`config.mk`:
```
export PLATFORM = sky130hd
export DESIGN_NAME = ifetch_unit
export DESIGN_NICKNAME = d
export VERILOG_FILES = /design/src/rtl/ifetch_unit.sv
export SDC_FILE = /design/constraint.sdc
export NUM_CORES = 1
export LEC_CHECK = 0
export CAP_MARGIN = 30
export CORE_MARGIN = 2
export CORE_UTILIZATION = 45
export DETAILED_ROUTE_END_ITERATION = 12
export GPL_TIMING_DRIVEN = 0
export PLACE_DENSITY = 0.84
export SLEW_MARGIN = 5
export SYNTH_ARGS = -nofsm -noshare
export SYNTH_HDL_FRONTEND = slang
export SYNTH_SLANG_ARGS = --single-unit
```
`constraint.sdc`:
```
create_clock -name cpu_clk -period 5.6 [get_ports cpu_clk]
set_clock_uncertainty 0.2 [all_clocks]
set_input_delay 0.56 -clock cpu_clk [delete_from_list [all_inputs] [get_ports cpu_clk]]
set_output_delay 0.56 -clock cpu_clk [all_outputs]
set_load 0.005 [all_outputs]
```
`src/rtl/ifetch_unit.sv`:
```
// ---------------------------------------------------------------------------
// ifetch_unit
//
// Instruction fetch unit for a simple non-pipelined core. The unit issues one
// instruction-memory read and waits for the ack. It then holds the returned
// word for the decoder until the instruction retires. On retirement it loads
// the next PC and fetches again.
//
// States:
//   FETCH - irom_req high, waiting for irom_ack
//   HOLD  - inst_valid high, waiting for exec_done
//   HALT  - misaligned-target fault; no requests; left only by reset
//
// Optional feature (compile-time macro IF_MISALIGN_CHK_EN):
//   defined   - a next PC with npc[1:0] != 00 is loaded into pc, the unit
//               enters HALT and misalign is raised.
//   undefined - npc[1:0] is forced to 00 before loading pc, HALT is never
//               entered, and misalign is tied low.
//
// Parameters:
//   RESET_PC   - byte address of the first instruction fetched after reset
//
// Ports:
//   cpu_clk    in   1   clock; all state changes on its rising edge
//   cpu_rst    in   1   synchronous active-high reset
//   npc_op     in   2   next-PC select: 00 pc+4, 01 jalr, 10 pc+imm, 11 pc+4
//   imm        in  32   sign-extended immediate of the held instruction
//   rs1_data   in  32   rs1 read data of the held instruction
//   exec_done  in   1   held instruction retires this cycle
//   irom_req   out  1   instruction-memory read request
//   irom_addr  out 32   request byte address (equals pc)
//   irom_ack   in   1   irom_rdata valid this cycle
//   irom_rdata in  32   instruction word from memory
//   inst       out 32   held instruction
//   inst_valid out  1   inst is valid and stable
//   pc         out 32   address of the held or in-flight instruction
//   pc4        out 32   pc + 4 (combinational, for link writeback)
//   misalign   out  1   misaligned-target fault flag
// ---------------------------------------------------------------------------
module ifetch_unit #(
   parameter logic [31:0] RESET_PC = 32'h0000_0000
) (
   input  logic        cpu_clk,
   input  logic        cpu_rst,
   input  logic [1:0]  npc_op,
   input  logic [31:0] imm,
   input  logic [31:0] rs1_data,
   input  logic        exec_done,
   output logic        irom_req,
   output logic [31:0] irom_addr,
   input  logic        irom_ack,
   input  logic [31:0] irom_rdata,
   output logic [31:0] inst,
   output logic        inst_valid,
   output logic [31:0] pc,
   output logic [31:0] pc4,
   output logic        misalign
);

   localparam logic [31:0] NOP_INST = 32'h0000_0013;  // addi x0, x0, 0

   typedef enum logic [1:0] {
      ST_FETCH = 2'd0,
      ST_HOLD  = 2'd1,
      ST_HALT  = 2'd2
   } state_t;

   state_t      r_state;
   state_t      w_next_state;
   logic [31:0] r_pc;
   logic [31:0] r_inst;
   logic [31:0] w_pc4;
   logic [31:0] w_npc_raw;
   logic [31:0] w_npc_load;
   logic        w_capture;
   logic        w_load_pc;

   // ------------------------------------------------------------------------
   // Next-PC arithmetic. All sums wrap modulo 2^32.
   // ------------------------------------------------------------------------
   assign w_pc4 = r_pc + 32'd4;

   always_comb begin
      // NOTE: every signal written in a combinational block gets a default
      // first, so no path can leave it unassigned and infer a latch.
      w_npc_raw = w_pc4;
      case (npc_op)
         2'b01:   w_npc_raw = (rs1_data + imm) & ~32'd1;  // jalr clears bit 0
         2'b10:   w_npc_raw = r_pc + imm;
         default: w_npc_raw = w_pc4;                      // 00 and 11
      endcase
   end

`ifdef IF_MISALIGN_CHK_EN
   // The raw target is loaded as-is so that pc shows the faulting address.
   assign w_npc_load = w_npc_raw;
`else
   // No fault path: the target is silently word-aligned.
   assign w_npc_load = w_npc_raw & 32'hFFFF_FFFC;
`endif

   // ------------------------------------------------------------------------
   // FSM: state register
   // ------------------------------------------------------------------------
   always_ff @(posedge cpu_clk) begin
      // NOTE: sequential state uses non-blocking assignments so every
      // register samples pre-edge values regardless of statement order.
      if (cpu_rst) r_state <= ST_FETCH;
      else         r_state <= w_next_state;
   end

   // ------------------------------------------------------------------------
   // FSM: next state and datapath strobes. The state gates both handshakes,
   // so an ack outside FETCH or an exec_done outside HOLD has no effect.
   // ------------------------------------------------------------------------
   always_comb begin
      w_next_state = r_state;
      w_capture    = 1'b0;
      w_load_pc    = 1'b0;
      case (r_state)
         ST_FETCH: begin
            if (irom_ack) begin
               w_capture    = 1'b1;
               w_next_state = ST_HOLD;
            end
         end
         ST_HOLD: begin
            if (exec_done) begin
               w_load_pc    = 1'b1;
               w_next_state = ST_FETCH;
`ifdef IF_MISALIGN_CHK_EN
               if (w_npc_raw[1:0] != 2'b00) w_next_state = ST_HALT;
`endif
            end
         end
         ST_HALT: begin
            w_next_state = ST_HALT;
         end
         default: begin
            w_next_state = ST_FETCH;
         end
      endcase
   end

   // ------------------------------------------------------------------------
   // Datapath registers. Reset wins over a same-cycle exec_done or ack, so
   // the instruction in flight is abandoned.
   // ------------------------------------------------------------------------
   always_ff @(posedge cpu_clk) begin
      if (cpu_rst) begin
         r_pc   <= RESET_PC;
         r_inst <= NOP_INST;
      end else begin
         if (w_load_pc) r_pc   <= w_npc_load;
         if (w_capture) r_inst <= irom_rdata;
      end
   end

   // ------------------------------------------------------------------------
   // Outputs. The request is masked while reset is asserted, so the first
   // request appears in the first cycle after reset is released.
   // ------------------------------------------------------------------------
   assign irom_req   = (r_state == ST_FETCH) && !cpu_rst;
   assign irom_addr  = r_pc;
   assign inst       = r_inst;
   assign inst_valid = (r_state == ST_HOLD);
   assign pc         = r_pc;
   assign pc4        = w_pc4;

`ifdef IF_MISALIGN_CHK_EN
   assign misalign = (r_state == ST_HALT);
`else
   assign misalign = 1'b0;
`endif

endmodule

```
Word-level counts from Yosys, hierarchy flattened
Index checks and enable logic that the tools add are counted.
Operators by class
  reduce and logical (&&, ||, !) cells: 4
  mux-type cells: 8
  equality and inequality tests: 6
  add/subtract/negate cells: 3
Operator list (number)
  $add A32 B32 Y32: 2
  $pmux W32 S2: 1
  $add A32 B3 Y32 const B: 1
  $pmux W2 S3: 1
  $eq A2 B1 Y1 const B: 2
  $eq A2 B2 Y1 const B: 2
  $mux W1: 4
  $mux W2: 2
  $ne A2 B2 Y1 const B: 2
  $logic_not A2 Y1: 1
  $reduce_and A2 Y1: 1
  $logic_and A1 B1 Y1: 1
  $logic_not A1 Y1: 1
Word-level totals
  output and inout bits: 131
  word-level logic and storage cells: 24
  bits in registers: 64
  bits of input ports: 102

Logic depth before layout (Yosys ltp)
Gate-level depths: netlist of the first run.
  word-level depth: 3
  gate-level depth with buffers: 13
  depth with buffers taken out: 13

Least setup slack after synthesis of the first run
OpenSTA, ideal clock, no wires.
  path type: input port to flip-flop
  start: input port imm[2]
  end: register r_pc[28] (netlist: irom_addr[28])
  cell stages on the path: 13
  setup time: 0.134 ns
  data arrival time: 2.781 ns
  setup slack: 2.485 ns
  required time: 5.266 ns
  buffers on the path: 0
  cells stage by stage: ha_1 > inv_1 > fa_1 > nand2b_1 > a21oi_1 > o21ai_1 > o22ai_1 > o31a_1 > a221o_1 > a221oi_2 > xnor2_1 > a221oi_2 > a211oi_1
Between the ends
  longest elaborated chain between the ends: 2
  elaborated cells on any way between the ends: 3
  those cells by class: add/sub (2); mux (1)
Ends and longest elaborated chain
  from (decl): RTL line 46  | input logic [31:0] imm,
  $add A32 B32 Y32 (on tied branches): RTL line 89, 88
  $pmux W32 S2 *: RTL line 87  | case (npc_op)
  to (signal assigned): RTL line 154  | if (w_load_pc) r_pc <= w_npc_load;
  to (decl): RTL line 70  | logic [31:0] r_pc;
Mark *: on every way between the ends. The rest lies on a longest branch, timed or not.
A chain may end at the register's enable or synchronous reset.

Worst setup path after layout of the first run
  start: register r_pc[2] (netlist: irom_addr[2])
  end: output port pc4[31]
Between the ends
  longest elaborated chain between the ends: 1
Ends and longest elaborated chain
  $add A32 B3 Y32: RTL line 81  | assign w_pc4 = r_pc + 32'd4;
  to (decl): RTL line 56  | output logic [31:0] pc4,
Every way passes these cells.

==> impl_metrics.env, run 1 <==
export IMPL_power_density_mw_per_mm2=175
export IMPL_dr_wl_met3_mm=1.93
export IMPL_syn_to_final_growth_pct=43.1
export IMPL_async_flop_share_pct=0
export IMPL_power_frac_seq_pct=31.1
export IMPL_avgSynthCellArea_um2=7.43
export IMPL_synthFlopType="dfxtp_1"
export IMPL_crit_chain="nand3_1 -> or3_1 -> nor2_4 -> and3_1 -> nand2b_1 -> or3_1 -> xnor2_1 -> clkdlybuf4s50_1"
export IMPL_r2r_slack_ns=1.79
export IMPL_dp_cells=1277
export IMPL_hold_violations=0
export IMPL_drt_met1_wl_mm=9.51
export IMPL_portBuffers=225
export IMPL_syn_inst=866
export IMPL_syn_area_mm2=0.00644
export IMPL_place_ws_ns=1.44
export IMPL_critPathMaxFanout=8
export IMPL_ys_seq_area_share_pct=19.9
export IMPL_cts_sinks=64
export IMPL_cp_data_arrival_time_ns=3.29
export IMPL_drv_slew=0
export IMPL_htreeDepth=3
export IMPL_r2r_end="irom_addr[30]$_SDFFE_PP0P_"
export IMPL_timing_hold_ws_ns=0.250
export IMPL_status="finished clean"
export IMPL_rr_startpoint="irom_addr[2]$_SDFFE_PP0P_"
export IMPL_clkTransAtPathRegs_ns=0.06
export IMPL_tns_ns=0
export IMPL_reg2regPathDepth=13
export IMPL_switchingPower_w=0.000536
export IMPL_fmax_mhz=247
export IMPL_n_antenna_cell=0
export IMPL_leakage_nw=3.79
export IMPL_cts_tree="built"
export IMPL_cp_startpoint="irom_addr[2]$_SDFFE_PP0P_"
export IMPL_relSlewSlack_pct=43.3
export IMPL_synthDistinctLibCells=64
export IMPL_grt_usage_pct=28.7
export IMPL_cap_violations=0
export IMPL_rsz0062_at_grt="false"
export IMPL_start_util_pct=46.2
export IMPL_vias=7532
export IMPL_crit_path_start_kind="register"
export IMPL_ant_nets=0
export IMPL_antenna_found_initial=0
export IMPL_place_congestion=0.939
export IMPL_crit_top_cell="or3_1"
export IMPL_cts_buffer_depth=2
export IMPL_dr_max_layer_used="met4"
export IMPL_critPathSlowestCell="clkdlybuf4s50_1"
export IMPL_ir_drop_v=0.000145
export IMPL_endpoint="pc4[31]"
export IMPL_synth_edff_count=0
export IMPL_finalNonFillerCells=1293
export IMPL_p_int_w=0.00108
export IMPL_die_y_um=124
export IMPL_initialDrtViolationCount=738
export IMPL_clkPwrFrac_pct=32.5
export IMPL_worst_pin_slew_ns=0.842
export IMPL_core_mm2=0.0139
export IMPL_first_global_vias=6939
export IMPL_drt_vias_per_instance=5.83
export IMPL_ctsResizeCount=0
export IMPL_synth_yosys_warnings=0
export IMPL_grt_first_pass_wirelength_mm=34.3
export IMPL_dp_hpwl_mm=17.9
export IMPL_fin_ws_ns=1.55
export IMPL_swShare_pct=33.2
export IMPL_hp_class="register to register"
export IMPL_finalNetCount=1273
export IMPL_combPwrFrac_pct=36.4
export IMPL_wire_per_inst_um=17.8
export IMPL_drtPass1Iterations=5
export IMPL_finalCritPeriodShare_pct=72.2
export IMPL_drive_above_1_share_pct=5.75
export IMPL_critPathCaptureType="primary output"
export IMPL_cts_root_buf="clkbuf_16"
export IMPL_cp_slowest_stage_delay_ns=0.55
export IMPL_cts_hold_buffers=0
export IMPL_rows=43
export IMPL_routed_wl_mm=23.0
export IMPL_fin_crit_ns=4.05
export IMPL_overflow=0
export IMPL_cp_required_ns=4.84
export IMPL_drc=0
export IMPL_met2WireLength_mm=10.6
export IMPL_cts_buffers=9
export IMPL_clock_latency_ns=0.33
export IMPL_grt_max_degree=12
export IMPL_dieArea_mm2=0.0153
export IMPL_post_cts_buffers=0
export IMPL_io_pins=233
export IMPL_crit_type="register to primary output"
export IMPL_die_x_um=124
export IMPL_ys_ff_latch=64
export IMPL_setup_viol=0
cells in the final DEF, fill, tap and decap left out, drive strengths merged, types with 25 or more instances in the layout:
master         netlist  routed
buf                 38      38
o21ai               51      51
nor2                48      48
xor2                30      30
a21oi              102     102
dfxtp               64      64
a21o                25      25
clkbuf              32      44
ha                  62      62
nand2              125     125
clkdlybuf4s50        0     225
xnor2               53      53
worst max-delay path: cells and delay by family (launching register included):
family                 cells  cell delay (ns)
XOR/XNOR                   1             0.16
buffers and inverters      1             0.55
flip-flops                 1             0.53
AND/OR/NAND/NOR            6             1.72
cells in the mapped netlist (2+ instances only):
cell type  instances  area (um^2)
a211oi_1          11         82.6
a21oi_1          100          500
a22oi_1           10         75.1
o21ai_1            4         20.0
a21o_1            25          188
a31oi_1            9         56.3
a21oi_2            2         17.5
o221ai_1           6         52.6
o211ai_1           8         60.1
a31o_2             2         17.5
dfxtp_1           64         1280
o21ai_0           47          235
o21bai_1           8         60.1
or4_1              2         15.0
or3_1              7         43.8
a211o_1            5         43.8
and4_1             2         17.5
nand2_1          125          469
and2_1             3         18.8
o31ai_1            2         15.0
and3_1            13         81.3
a41o_1             2         20.0
ha_1              62          776
o21a_1             2         15.0
nor2b_1            8         50.1
nor3_1            14         70.1
a221oi_2           3         45.0
nand2b_1          14         87.6
o22ai_1            5         31.3
buf_4             37          278
a2bb2oi_1          2         17.5
xnor2_1           53          464
xor2_1            30          263
a2111o_1           2         22.5
inv_1             23         86.3
clkbuf_1          32          120
nor4_1             2         12.5
nand3_1           23          115
a221o_1            3         30.0
nor2_1            47          176
a221oi_1          18          158
nand4_1            7         43.8
layer usage:
layer  global-route usage, %  up-vias
li1                        -     3605
met3                    4.72       71
met5                       0        -
met1                    36.9     3453
met2                    46.9      403
met4                    13.1        0
stage by stage:
step / power [W] / util [%] / instance area [um^2]
after floorplan: 0.000836 / - / 6460
after global placement: 0.00108 / 64.1 / 8940
after detailed placement: 0.00108 / 64.1 / 8940
after CTS: 0.00161 / 66.1 / 9210
after global routing: 0.00169 / 66.1 / 9210
final: 0.00162 / 66.1 / 9210
logic make-up (layout without fill, tap and decap cells):
| logic type | Yosys count | count (layout) | synth area share [%] |
|---|---|---|---|
| simple gates | 274 | 274 | 19.6 |
| fa+ha+maj | 63 | 63 | 12.4 |
| compound gates | 287 | 287 | 29.0 |
| other cells | 1 | 7 | 0.0583 |
| flops | 64 | 64 | 19.9 |
| mux | 1 | 1 | 0.155 |
| xor+xnor | 83 | 83 | 11.3 |
| buf+inv | 93 | 334 | 7.60 |
layout make-up:
| class | instances | area [um^2] |
|---|---|---|
| flip-flops and latches | 64 | 1280 |
| clock buffers | 12 | 246 |
| fillers | 1176 | 4720 |
| plain buffers | 70 | 403 |
| repair buffers | 225 | 2250 |
| multi-input cells | 715 | 4690 |
| inverters | 23 | 86.3 |
| well taps | 180 | 225 |
| clock inverters | 4 | 30.0 |
registers in the layout, indices dropped and copies added, names as in the netlist:
| register | cells |
|---|---|
| inst | 32 |
| r_state | 2 |
| irom_addr | 30 |
how the worst min path moves through the flow:
stage,cells past startpoint,slack (ns),from,end
floorplan,1,0.24,r_state[0]$_SDFFE_PP0P_,r_state[1]$_SDFFE_PP0P_
global placement,2,0.24,inst[8]$_SDFFE_PP0P_,inst[8]$_SDFFE_PP0P_
detailed placement,2,0.25,inst[6]$_SDFFE_PP0P_,inst[6]$_SDFFE_PP0P_
CTS,2,0.25,inst[12]$_SDFFE_PP0P_,inst[12]$_SDFFE_PP0P_
global route,2,0.27,inst[18]$_SDFFE_PP0P_,inst[18]$_SDFFE_PP0P_
finish,2,0.25,inst[12]$_SDFFE_PP0P_,inst[12]$_SDFFE_PP0P_
power groups by stage:
stage	registers [W]	logic [W]	clock network, W
after floorplan	0.000508	0.000328	0
after global placement	0.000511	0.000567	0
after detailed placement	0.000512	0.000573	0
after CTS	0.000502	0.000577	0.000530
after global routing	0.000505	0.000633	0.000550
final	0.000502	0.000588	0.000526
Note: power is estimated with default switching activity, not from simulation.
==> inputs of run 2 (changes only) <==
- clock period: 5.6 -> 4.2 ns (I/O delays scaled with it)
==> results of run 2 <==
Same layout as run 1 (identical final DEF). Status: finished clean.
Main changes from that run: setup slack after placement 1.44 ns -> 0.176 ns; setup slack after layout 1.55 ns -> 0.294 ns; register-to-register setup slack 1.79 ns -> 0.39 ns; total power 0.00162 W -> 0.00215 W; worst IR drop on VDD 0.000145 V -> 0.000194 V
==> inputs of run 3 (changes only) <==
- PLACE_DENSITY: 0.84 -> 0.89
==> run 3 against run 2 <==
  * Clock power about the same
  * Core utilization about the same
  * Register-to-register slack gained 0.07 ns
  * Sequential share of layout area barely moved
  * Fmax fell by 1.8%
  * Non-clock buffer count unchanged
  * Routed wire length increased by 3.7%
  * Die area unchanged
  * First-iteration DRC count decreased by 3.9%
  * Sequential power is essentially flat
  * Highest routed layer unchanged
==> impl_metrics.env, run 3 (synthesis gave the netlist of run 1 again) <==
export IMPL_rsz0062_at_grt="false"
export IMPL_start_util_pct=46.2
export IMPL_rr_startpoint="irom_addr[2]$_SDFFE_PP0P_"
export IMPL_die_y_um=124
export IMPL_drtPass1Iterations=5
export IMPL_relSlewSlack_pct=44.5
export IMPL_dp_cells=1277
export IMPL_clock_latency_ns=0.33
export IMPL_place_congestion=0.921
export IMPL_cts_sinks=64
export IMPL_dieArea_mm2=0.0153
export IMPL_critPathSlowestCell="clkdlybuf4s50_1"
export IMPL_crit_path_start_kind="register"
export IMPL_core_mm2=0.0139
export IMPL_status="finished clean"
export IMPL_tns_ns=0
export IMPL_vias=7644
export IMPL_setup_viol=0
export IMPL_drt_vias_per_instance=5.92
export IMPL_cap_violations=0
export IMPL_place_ws_ns=0.218
export IMPL_ir_drop_v=0.000157
export IMPL_dp_hpwl_mm=18.4
export IMPL_critPathMaxFanout=8
export IMPL_hold_violations=0
export IMPL_finalNonFillerCells=1292
export IMPL_ant_nets=0
export IMPL_ctsResizeCount=0
export IMPL_overflow=0
export IMPL_cts_buffers=9
export IMPL_r2r_slack_ns=0.46
export IMPL_largest_reg_flops=32
export IMPL_final_seq_area_mm2=0.00128
export IMPL_drv_slew=0
export IMPL_wire_per_inst_um=18.4
export IMPL_fill_cells=1200
export IMPL_grt_first_pass_wirelength_mm=35.7
export IMPL_final_area_mm2=0.00921
export IMPL_crit_chain="nand3_1 -> or3_1 -> nor2_4 -> and3_1 -> nand2b_1 -> or3_1 -> xnor2_1 -> clkdlybuf4s50_1"
export IMPL_syn_to_final_growth_pct=43.1
export IMPL_die_x_um=124
export IMPL_routed_wl_mm=23.8
export IMPL_drive_above_1_share_pct=5.85
export IMPL_cts_root_buf="clkbuf_16"
export IMPL_grt_max_degree=12
export IMPL_cts_buffer_depth=2
export IMPL_crit_buf_inv=1
export IMPL_cts_hold_buffers=0
export IMPL_cp_top_family="simple AND/OR/NAND/NOR gates"
export IMPL_post_cts_buffers=0
export IMPL_cp_required_ns=3.58
export IMPL_fin_crit_ns=3.98
export IMPL_leakage_nw=3.79
export IMPL_power_density_mw_per_mm2=235
export IMPL_cp_slowest_stage_delay_ns=0.56
export IMPL_crit_type="register to primary output"
export IMPL_htreeDepth=3
export IMPL_hp_class="register to register"
export IMPL_reg2regPathDepth=13
export IMPL_rows=43
export IMPL_initialDrtViolationCount=709
export IMPL_hold_end="inst[30]$_SDFFE_PP0P_"
export IMPL_n_antenna_cell=0
export IMPL_multiInputGateArea_mm2=0.00469
export IMPL_io_pins=233
export IMPL_fin_ws_ns=0.222
export IMPL_portBuffers=225
export IMPL_antenna_found_initial=0
export IMPL_final_common_cell="clkdlybuf4s50_1"
export IMPL_finalCritPeriodShare_pct=94.7
export IMPL_first_global_vias=7136
export IMPL_min_path_cells=2
export IMPL_min_delay_start="inst[30]$_SDFFE_PP0P_"
export IMPL_cp_data_arrival_time_ns=3.36
export IMPL_final_cell_mix="clkdlybuf4s50_1 (225), nand2_1 (125), a21oi_1 (100)"
export IMPL_timing_hold_ws_ns=0.252
export IMPL_worst_pin_slew_ns=0.824
export IMPL_crit_top_cell="or3_1"
export IMPL_cts_tree="built"
export IMPL_clkTransAtPathRegs_ns=0.06
export IMPL_placed_cell_area_mm2=0.00894
export IMPL_finalNetCount=1273
export IMPL_drc=0
export IMPL_critPathCaptureType="primary output"
export IMPL_r2r_end="irom_addr[30]$_SDFFE_PP0P_"
export IMPL_fmax_mhz=251
export IMPL_grt_usage_pct=29.8
run 3: power breakdown:
group / internal, W / total (W) / switching [W]
sequential: 0.000637 / 0.000671 / 0.0000337
clock: 0.000411 / 0.000702 / 0.000291
combinational: 0.000386 / 0.000789 / 0.000402
total: 0.00143 / 0.00216 / 0.000727
run 3: cell type report:
class,count,share of cell area [%]
multi-input combinational,715,50.9
timing repair buffer,225,24.5
sequential,64,13.9
buffer,70,4.37
clock buffer,10,2.59
tap,180,2.45
inverter,23,0.937
clock inverter,5,0.367
run 3: metrics by stage:
step | power [W] | util [%]
finish | 0.00216 | 66.1
detailed placement | 0.00145 | 64.1
global route | 0.00225 | 66.1
global placement | 0.00143 | 64.1
CTS | 0.00214 | 66.1
floorplan | 0.00111 | -
run 3: metal layers:
metal  global-route usage [%]  wire length, um
met1                     38.5             9500
met2                     49.6            11400
met3                     4.03             2180
met5                        0                0
met4                     13.1              779
run 3: worst register-to-register path, stage by stage (launching register included):
cell and delay (ns):
dfxtp_1 0.53, ha_1 0.27, inv_1 0.06, fa_1 0.40
nand2b_1 0.20, a21oi_1 0.24, o21ai_1 0.18, o22ai_1 0.24
nor2_1 0.11, o221ai_1 0.34, a41oi_1 0.23, xnor2_1 0.17
a221oi_1 0.30, a211oi_1 0.12
run 3: how the worst max path moves through the flow:
stage                              start                         end  slack, ns  cells past startpoint
2_1_floorplan  irom_addr[2]$_SDFFE_PP0P_  irom_addr[30]$_SDFFE_PP0P_       1.22                     13
3_3_place_gp                      imm[2]  irom_addr[30]$_SDFFE_PP0P_       0.25                     14
3_5_place_dp                      imm[2]  irom_addr[30]$_SDFFE_PP0P_       0.22                     14
4_1_cts        irom_addr[4]$_SDFFE_PP0P_                     pc4[31]       0.28                      8
5_1_grt        irom_addr[4]$_SDFFE_PP0P_                     pc4[31]       0.10                      8
6_report       irom_addr[4]$_SDFFE_PP0P_                     pc4[31]       0.22                      8
